$ cat src/rtl/mem_stream_reader_if.sv
// -----------------------------------------------------------------------------
// mem_stream_reader_if
//
// Bundles every non-clock, non-reset signal of mem_stream_reader.
//   Command   : start, base_addr, count, dw          (controller -> reader)
//   Status    : busy, done                           (reader -> controller)
//   Memory    : mem_we, mem_dw, mem_addr, mem_in     (reader -> memory)
//               mem_out                              (memory -> reader)
//   Stream    : out_valid, out_data, out_last        (reader -> consumer)
//               out_ready                            (consumer -> reader)
//
// Modports:
//   slave  - the reader itself
//   master - everything around it (controller, memory and consumer)
// -----------------------------------------------------------------------------
`ifndef MEM_ADDR_WIDTH
`define MEM_ADDR_WIDTH 32
`endif
`ifndef MEM_DATA_WIDTH
`define MEM_DATA_WIDTH 64
`endif

interface mem_stream_reader_if #(
  parameter int ADDR_W = `MEM_ADDR_WIDTH,
  parameter int DATA_W = `MEM_DATA_WIDTH
);
  logic              start;
  logic [ADDR_W-1:0] base_addr;
  logic [15:0]       count;
  logic [1:0]        dw;
  logic              busy;
  logic              done;

  logic              mem_we;
  logic [1:0]        mem_dw;
  logic [ADDR_W-1:0] mem_addr;
  logic [DATA_W-1:0] mem_in;
  logic [DATA_W-1:0] mem_out;

  logic              out_valid;
  logic              out_ready;
  logic [DATA_W-1:0] out_data;
  logic              out_last;

  modport slave (
    input  start, base_addr, count, dw, mem_out, out_ready,
    output busy, done, mem_we, mem_dw, mem_addr, mem_in, out_valid, out_data, out_last
  );

  modport master (
    output start, base_addr, count, dw, mem_out, out_ready,
    input  busy, done, mem_we, mem_dw, mem_addr, mem_in, out_valid, out_data, out_last
  );
endinterface

$ cat src/rtl/mem_stream_reader.sv
// -----------------------------------------------------------------------------
// mem_stream_reader
//
// Streams `count` elements of size (8 << dw) bits from a fixed-latency memory,
// starting at byte address base_addr, onto a valid/ready output stream.
// Reads are issued one per cycle as long as the reads still in flight plus
// the elements already buffered leave room in the output FIFO, so returning
// data always has a slot and nothing is dropped under backpressure.
//
// Ports:
//   clk    - single clock, rising edge
//   reset  - synchronous, active-high
//   bus    - mem_stream_reader_if.slave (command, status, memory, stream)
//
// Parameters:
//   ADDR_W - byte-address width
//   DATA_W - memory data width
//   RD_LAT - cycles from mem_addr to valid mem_out (>= 1)
//   FIFO_D - output buffer depth (>= RD_LAT + 1)
// -----------------------------------------------------------------------------
`ifndef MEM_ADDR_WIDTH
`define MEM_ADDR_WIDTH 32
`endif
`ifndef MEM_DATA_WIDTH
`define MEM_DATA_WIDTH 64
`endif

module mem_stream_reader #(
  parameter int ADDR_W = `MEM_ADDR_WIDTH,
  parameter int DATA_W = `MEM_DATA_WIDTH,
  parameter int RD_LAT = 2,
  parameter int FIFO_D = 4
) (
  input  logic               clk,
  input  logic               reset,
  mem_stream_reader_if.slave bus
);

  localparam logic [1:0] ST_IDLE  = 2'd0;
  localparam logic [1:0] ST_RUN   = 2'd1;
  localparam logic [1:0] ST_DRAIN = 2'd2;
  localparam logic [1:0] ST_DONE  = 2'd3;

  localparam int CNT_W = $clog2(FIFO_D + 1);
  localparam int PTR_W = (FIFO_D > 1) ? $clog2(FIFO_D) : 1;
  localparam int SUM_W = CNT_W + 2;

  logic [1:0]        state_q, state_d;
  logic [ADDR_W-1:0] addr_q, addr_d;
  logic [1:0]        dw_q, dw_d;
  logic [15:0]       count_q, count_d;
  logic [15:0]       rd_cnt_q, rd_cnt_d;     // reads issued so far
  logic [15:0]       out_cnt_q, out_cnt_d;   // elements handed to the consumer
  logic [RD_LAT-1:0] inflight_q, inflight_d; // bit i: a read issued i+1 cycles ago

  logic [DATA_W-1:0] fifo_mem [FIFO_D];
  logic [PTR_W-1:0]  wr_ptr_q, wr_ptr_d;
  logic [PTR_W-1:0]  rd_ptr_q, rd_ptr_d;
  logic [CNT_W-1:0]  fifo_cnt_q, fifo_cnt_d;

  logic [SUM_W-1:0]  outstanding;
  logic [SUM_W-1:0]  used;
  logic [ADDR_W-1:0] stride;
  logic [DATA_W-1:0] elem_mask;
  logic              issue, push, pop, out_valid;
  logic              last_issue, last_pop;

  function automatic logic [PTR_W-1:0] ptr_inc(input logic [PTR_W-1:0] p);
    return (p == PTR_W'(FIFO_D - 1)) ? '0 : p + PTR_W'(1);
  endfunction

  // ---------------------------------------------------------------------------
  // Read issue and return tracking
  // ---------------------------------------------------------------------------
  // NOTE: every variable written in always_comb gets a default first, so no
  // path through the block can leave it unassigned and infer a latch.
  always_comb begin
    outstanding = '0;
    for (int i = 0; i < RD_LAT; i++) begin
      outstanding = outstanding + SUM_W'(inflight_q[i]);
    end
  end

  // Every in-flight read already owns a FIFO slot, so the FIFO cannot overflow.
  assign used       = outstanding + SUM_W'(fifo_cnt_q);
  assign issue      = (state_q == ST_RUN) && (used < SUM_W'(FIFO_D));
  assign last_issue = issue && (rd_cnt_q == count_q - 16'd1);
  assign stride     = ADDR_W'(1) << dw_q;

  always_comb begin
    inflight_d    = '0;
    inflight_d[0] = issue;
    for (int i = 1; i < RD_LAT; i++) begin
      inflight_d[i] = inflight_q[i-1];
    end
  end

  // A read leaving the tracking pipe has its data on mem_out this cycle.
  assign push = inflight_q[RD_LAT-1];

  always_comb begin
    elem_mask = '1;
    if (dw_q != 2'd3) begin
      elem_mask = (DATA_W'(1) << (8 << dw_q)) - DATA_W'(1);
    end
  end

  // ---------------------------------------------------------------------------
  // Output FIFO (first-word-fall-through)
  // ---------------------------------------------------------------------------
  assign out_valid = (fifo_cnt_q != '0);
  assign pop       = out_valid && bus.out_ready;
  assign last_pop  = pop && (out_cnt_q == count_q - 16'd1);

  always_comb begin
    wr_ptr_d   = push ? ptr_inc(wr_ptr_q) : wr_ptr_q;
    rd_ptr_d   = pop  ? ptr_inc(rd_ptr_q) : rd_ptr_q;
    fifo_cnt_d = fifo_cnt_q;
    case ({push, pop})
      2'b10:   fifo_cnt_d = fifo_cnt_q + CNT_W'(1);
      2'b01:   fifo_cnt_d = fifo_cnt_q - CNT_W'(1);
      default: fifo_cnt_d = fifo_cnt_q;
    endcase
  end

  // NOTE: the storage array is deliberately left out of reset; the pointers
  // and occupancy count are reset, so stale contents are never observable.
  always_ff @(posedge clk) begin
    if (push) begin
      fifo_mem[wr_ptr_q] <= bus.mem_out & elem_mask;
    end
  end

  // ---------------------------------------------------------------------------
  // Transfer control
  // ---------------------------------------------------------------------------
  always_comb begin
    state_d   = state_q;
    addr_d    = addr_q;
    dw_d      = dw_q;
    count_d   = count_q;
    rd_cnt_d  = rd_cnt_q;
    out_cnt_d = out_cnt_q;

    case (state_q)
      ST_IDLE: begin
        if (bus.start) begin
          dw_d      = bus.dw;
          count_d   = bus.count;
          rd_cnt_d  = '0;
          out_cnt_d = '0;
          if (bus.count != 16'd0) begin
            addr_d  = bus.base_addr;
            state_d = ST_RUN;
          end else begin
            // Nothing to read: mem_addr keeps its old value.
            state_d = ST_DONE;
          end
        end
      end
      ST_RUN:   if (last_issue) state_d = ST_DRAIN;
      ST_DRAIN: if (last_pop)   state_d = ST_DONE;
      ST_DONE:  state_d = ST_IDLE;
      default:  state_d = ST_IDLE;
    endcase

    // mem_addr shows the read being issued; it advances only after a read
    // goes out and stops on the final address of the transfer.
    if (issue) begin
      rd_cnt_d = rd_cnt_q + 16'd1;
      if (!last_issue) begin
        addr_d = addr_q + stride;
      end
    end
    if (pop) begin
      out_cnt_d = out_cnt_q + 16'd1;
    end
  end

  // NOTE: sequential state is updated with non-blocking assignments only, so
  // every register samples the pre-edge value of every other register.
  always_ff @(posedge clk) begin
    if (reset) begin
      state_q    <= ST_IDLE;
      addr_q     <= '0;
      dw_q       <= '0;
      count_q    <= '0;
      rd_cnt_q   <= '0;
      out_cnt_q  <= '0;
      inflight_q <= '0;
      wr_ptr_q   <= '0;
      rd_ptr_q   <= '0;
      fifo_cnt_q <= '0;
    end else begin
      state_q    <= state_d;
      addr_q     <= addr_d;
      dw_q       <= dw_d;
      count_q    <= count_d;
      rd_cnt_q   <= rd_cnt_d;
      out_cnt_q  <= out_cnt_d;
      inflight_q <= inflight_d;
      wr_ptr_q   <= wr_ptr_d;
      rd_ptr_q   <= rd_ptr_d;
      fifo_cnt_q <= fifo_cnt_d;
    end
  end

  // A push into a full FIFO without a simultaneous pop would overwrite live data.
  a_no_fifo_overflow: assert property (@(posedge clk) disable iff (reset)
    !(push && !pop && (fifo_cnt_q == CNT_W'(FIFO_D))));

  // ---------------------------------------------------------------------------
  // Outputs
  // ---------------------------------------------------------------------------
  assign bus.busy      = (state_q == ST_RUN) || (state_q == ST_DRAIN);
  assign bus.done      = (state_q == ST_DONE);
  assign bus.mem_we    = 1'b0;
  assign bus.mem_in    = '0;
  assign bus.mem_dw    = dw_q;
  assign bus.mem_addr  = addr_q;
  assign bus.out_valid = out_valid;
  assign bus.out_data  = out_valid ? fifo_mem[rd_ptr_q] : '0;
  assign bus.out_last  = out_valid && (out_cnt_q == count_q - 16'd1);

endmodule
$ cat src/flat_wrapper.sv
// flat-port wrapper written by rule: the top's interface ports become plain ports
module mem_stream_reader_flat 
#(
  parameter int ADDR_W = `MEM_ADDR_WIDTH,
  parameter int DATA_W = `MEM_DATA_WIDTH,
  parameter int RD_LAT = 2,
  parameter int FIFO_D = 4
)
  (clk, reset, bus_start, bus_base_addr, bus_count, bus_dw, bus_mem_out, bus_out_ready, bus_busy, bus_done, bus_mem_we, bus_mem_dw, bus_mem_addr, bus_mem_in, bus_out_valid, bus_out_data, bus_out_last);
  mem_stream_reader_if #(.ADDR_W(ADDR_W), .DATA_W(DATA_W)) bus_i ();
  input  logic clk;
  input  logic reset;
  input wire logic [$bits(bus_i.start)-1:0] bus_start;
  input wire logic [$bits(bus_i.base_addr)-1:0] bus_base_addr;
  input wire logic [$bits(bus_i.count)-1:0] bus_count;
  input wire logic [$bits(bus_i.dw)-1:0] bus_dw;
  input wire logic [$bits(bus_i.mem_out)-1:0] bus_mem_out;
  input wire logic [$bits(bus_i.out_ready)-1:0] bus_out_ready;
  output wire logic [$bits(bus_i.busy)-1:0] bus_busy;
  output wire logic [$bits(bus_i.done)-1:0] bus_done;
  output wire logic [$bits(bus_i.mem_we)-1:0] bus_mem_we;
  output wire logic [$bits(bus_i.mem_dw)-1:0] bus_mem_dw;
  output wire logic [$bits(bus_i.mem_addr)-1:0] bus_mem_addr;
  output wire logic [$bits(bus_i.mem_in)-1:0] bus_mem_in;
  output wire logic [$bits(bus_i.out_valid)-1:0] bus_out_valid;
  output wire logic [$bits(bus_i.out_data)-1:0] bus_out_data;
  output wire logic [$bits(bus_i.out_last)-1:0] bus_out_last;
  assign bus_i.start = bus_start;
  assign bus_i.base_addr = bus_base_addr;
  assign bus_i.count = bus_count;
  assign bus_i.dw = bus_dw;
  assign bus_i.mem_out = bus_mem_out;
  assign bus_i.out_ready = bus_out_ready;
  assign bus_busy = bus_i.busy;
  assign bus_done = bus_i.done;
  assign bus_mem_we = bus_i.mem_we;
  assign bus_mem_dw = bus_i.mem_dw;
  assign bus_mem_addr = bus_i.mem_addr;
  assign bus_mem_in = bus_i.mem_in;
  assign bus_out_valid = bus_i.out_valid;
  assign bus_out_data = bus_i.out_data;
  assign bus_out_last = bus_i.out_last;
  mem_stream_reader #(.ADDR_W(ADDR_W), .DATA_W(DATA_W), .RD_LAT(RD_LAT), .FIFO_D(FIFO_D)) u_core (.clk(clk), .reset(reset), .bus(bus_i));
endmodule
$ cat config.mk
export PLATFORM = sky130hd
export DESIGN_NAME = mem_stream_reader_flat
export DESIGN_NICKNAME = d
export VERILOG_FILES = /design/src/rtl/mem_stream_reader_if.sv /design/src/rtl/mem_stream_reader.sv /design/src/flat_wrapper.sv
export SDC_FILE = /design/constraint.sdc
export NUM_CORES = 1
export LEC_CHECK = 0
export BUFFER_PORTS_ARGS = -buffer_cell sky130_fd_sc_hd__buf_2
export CAP_MARGIN = 20
export CORE_MARGIN = 2
export CORE_UTILIZATION = 51
export CTS_CLUSTER_DIAMETER = 50
export DETAILED_ROUTE_END_ITERATION = 10
export GPL_ROUTABILITY_DRIVEN = 1
export PLACE_DENSITY_LB_ADDON = 0.05
export SLEW_MARGIN = 25
export SYNTH_ARGS = -nofsm -noshare
export SYNTH_HDL_FRONTEND = slang
export SYNTH_SLANG_ARGS = --single-unit
$ cat constraint.sdc
create_clock -name clk -period 3.5 [get_ports clk]
set_input_delay 0.525 -clock clk [delete_from_list [all_inputs] [get_ports clk]]
set_output_delay 0.525 -clock clk [all_outputs]
set_load 0.05 [all_outputs]
==> metrics.txt <==
outcome finished with violations; failing checks negative setup slack; Core Footprint 32,500 um^2; Hold Path Cell Cnt 1; Die Height 186 um; multi-input logic area about 6800 um^2; routed len/inst 18.8 um; Final Total Pwr roughly 0.014 W; DR iter-0 viols 641; CTS Hold Buffers Added 0; post-synthesis sequential area ratio 0.568; Clock Power Share 0.287; area leader, netlist edfxtp_1; most common cell in the netlist edfxtp_1; TritonRoute pass-1 iters 5; synth warn 0; Final Skew between 0.01 and 0.015 ns; FF+latch count, synth roughly 350; clk_lat worst skew 0.52 ns; Cell Pwr Density about 690 nW/um^2; Min-Delay Path Class input port to register; Slew headroom 0.358; maximum VDD drop around 0.00043 V; CTS Buffer Depth 3; synthesized instance count 1,378; Fillers 2,684; Internal 0.00876 W; Worst Path Arrival slightly above 3 ns; Worst setup SP type register; final setup fails 10; critical path endpoint category output pin; reg2reg path depth 11; max-slew violation count 0; post-synthesis cell type count 76; Tmin final 3.62 ns; Die W around 190 um; residual DRC count 0; CTS Buf Count 40; GPL Wtd Cong 0.893; Least-Margin Pin Slew ~0.96 ns; TritonCTS clock tree done; FP Rows 66; critical path required time 2.97 ns; via/cell ratio around 5.6; top cell type's share of synthesized area 0.455; root buffer cell clkbuf_16; Total Wirelength 39,200 um; P_sw approximately 0.005 W; Tcrit/Tclk final 1.03; clk slew on worst S/H paths 0.06 ns; Place WS 0.0291 ns; nets@finish 1,756; MaxCap Viol Count 0; Mean Syn Cell Area ~12 um^2; Async S/R FF share, synth 0; synth cell count leaders 256 x edfxtp_1, 104 x nand2_1, 95 x dfxtp_1; Seq pwr share 0.363; top post-synthesis cells by area edfxtp_1 46%, dfxtp_1 11%, mux4_2 8.5%; critical path class register to output pin; fin worst setup slack -0.119 ns; Starting Density 0.519; initial antenna violation count 3; Final Hold Vio Count 0; EDFF count, synth 256; share of cells above drive strength 1 0.294; FF/Latch Area 9600 um^2; switching part of the total power 0.368; Mapped Area around 17,000 um^2; vias 11,600; largest net degree at the start of global routing 67; I/O pin count around 290; Post-DP HPWL 25,300 um; die area 34,600 um^2; antenna viol nets, final 0; leakage power 7.65 nW; Min Hold Slack about 0.22 ns; Total GRT Usage 0.225; H-tree depth 2; GRT overflow 0; # port buffers roughly 220; clk sinks approximately 350; first-pass GRT wire length 61,200 um; CP max FO 5; number of global-route vias before repair 11,500; RSZ-0062 raised after global routing true; Most used DFF post-synth edfxtp_1; Max Freq 276 MHz; area grow syn2layout 19.0%; combinational cell fraction of total power 0.350
[critical path, cell delays in order, from the launching register on]
cell and delay [ns]:
dfxtp_4 0.36, inv_4 0.06, ha_4 0.13, or4b_4 0.50
buf_4 0.17, nor4_4 0.15, buf_4 0.18, xor2_4 0.17
xnor2_2 0.15, nand4_1 0.19, nor4bb_4 0.33, buf_6 0.20
[metal layers]
layer / global-route usage / share of wire / vias up / wire length, um
li1: - / - / 5530 / -
met1: 0.304 / 0.43 / 5662 / 16800
met2: 0.386 / 0.50 / 355 / 19400
met3: 0.0331 / 0.057 / 63 / 2220
met4: 0.0551 / 0.019 / 2 / 730
met5: 0 / 0.00028 / - / 11
[stage by stage]
step | instance area (um^2) | utilization | setup TNS (ns) | std cells
global route | 20100 | 0.618 | -3.17 | 2091
global placement | 18500 | 0.567 | 0 | 2003
CTS | 19900 | 0.613 | -0.0669 | 2087
floorplan | 17100 | - | 0 | 1442
finish | 20100 | 0.618 | -0.241 | 2092
detailed placement | 18500 | 0.567 | 0 | 2003
[area by class of cell]
cell class / count / area share
Inverter: 28 / 0.00535
Clock inverter: 24 / 0.0103
Antenna cell: 2 / 0.000249
Timing Repair Buffer: 292 / 0.0859
Multi-Input combinational cell: 904 / 0.341
Tap cell: 442 / 0.0275
Clock buffer: 49 / 0.0525
Sequential cell: 351 / 0.478
[power groups by stage]
stage / clock [W] / sequential (W) / combinational (W)
floorplan: 0 / 0.00536 / 0.00305
global placement: 0 / 0.00509 / 0.00451
detailed placement: 0 / 0.00509 / 0.00452
CTS: 0.00408 / 0.00502 / 0.00472
global route: 0.00425 / 0.00507 / 0.00519
finish: 0.00398 / 0.00503 / 0.00485
[path summary, 6_finish.rpt]
| path | from | endpoint | slack (ns) |
|---|---|---|---|
| max | u_core.count_q[0] | bus_out_last | -0.12 |
| min | bus_mem_out[3] | u_core.fifo_mem[3][3] | 0.22 |
| max reg2reg | u_core.count_q[0] | u_core.bus.mem_addr[30] | -0.03 |
| min reg2reg | u_core.inflight_q[0] | u_core.inflight_q[1] | 0.47 |
[cells in the final DEF (no fill, tap or decap), types with 8 or more instances in the layout]
| master | Yosys | layout |
|---|---|---|
| inv_1 | 28 | 26 |
| a21oi_1 | 60 | 60 |
| and2_1 | 92 | 88 |
| edfxtp_1 | 256 | 256 |
| nand4_1 | 26 | 26 |
| nand2b_1 | 9 | 9 |
| and3_1 | 49 | 49 |
| buf_2 | 7 | 217 |
| clkbuf_16 | 0 | 40 |
| a311o_1 | 10 | 10 |
| nor4_1 | 22 | 19 |
| o21ai_0 | 23 | 21 |
| conb_1 | 1 | 65 |
| nor2_1 | 74 | 72 |
| buf_4 | 67 | 67 |
| o211ai_1 | 10 | 10 |
| or3_1 | 12 | 10 |
| xor2_1 | 10 | 9 |
| nand2_1 | 104 | 102 |
| o21a_1 | 8 | 8 |
| nand3_1 | 53 | 53 |
| a211oi_1 | 10 | 10 |
| dfxtp_1 | 95 | 89 |
| clkinv_2 | 0 | 13 |
| xnor2_1 | 22 | 18 |
| ha_1 | 19 | 18 |
| nor3_1 | 22 | 20 |
| nor2b_1 | 18 | 18 |
| mux4_2 | 64 | 64 |
| and4_1 | 9 | 9 |
[sequential cells by signal (all words and copies together) (netlist names), named ones only]
signal	count
u_core.bus.mem_addr	32
u_core.bus.mem_dw	2
u_core.count_q	16
u_core.fifo_cnt_q	3
u_core.fifo_mem	256
u_core.inflight_q	2
u_core.out_cnt_q	16
u_core.rd_cnt_q	16
u_core.rd_ptr_q	2
u_core.state_q	2
u_core.wr_ptr_q	2
[repair_timing]
item,CTS,global route
gates resized for setup,30,22
pin swaps,13,19
buffers inserted,11,5
setup endpoints to repair,1,26
hold endpoints to repair,0,0
[cell families after synthesis]
group,share of synthesized area
multiplexers,0.0936
buffers and inverters,0.0579
AND/OR/NAND/NOR,0.171
XOR/XNOR,0.0193
AO/OA/AOI/OAI,0.0737
flip-flops,0.568
other,0.000222
adder cells (fa/ha/maj),0.0164
Note: power is estimated with default switching activity, not from simulation.
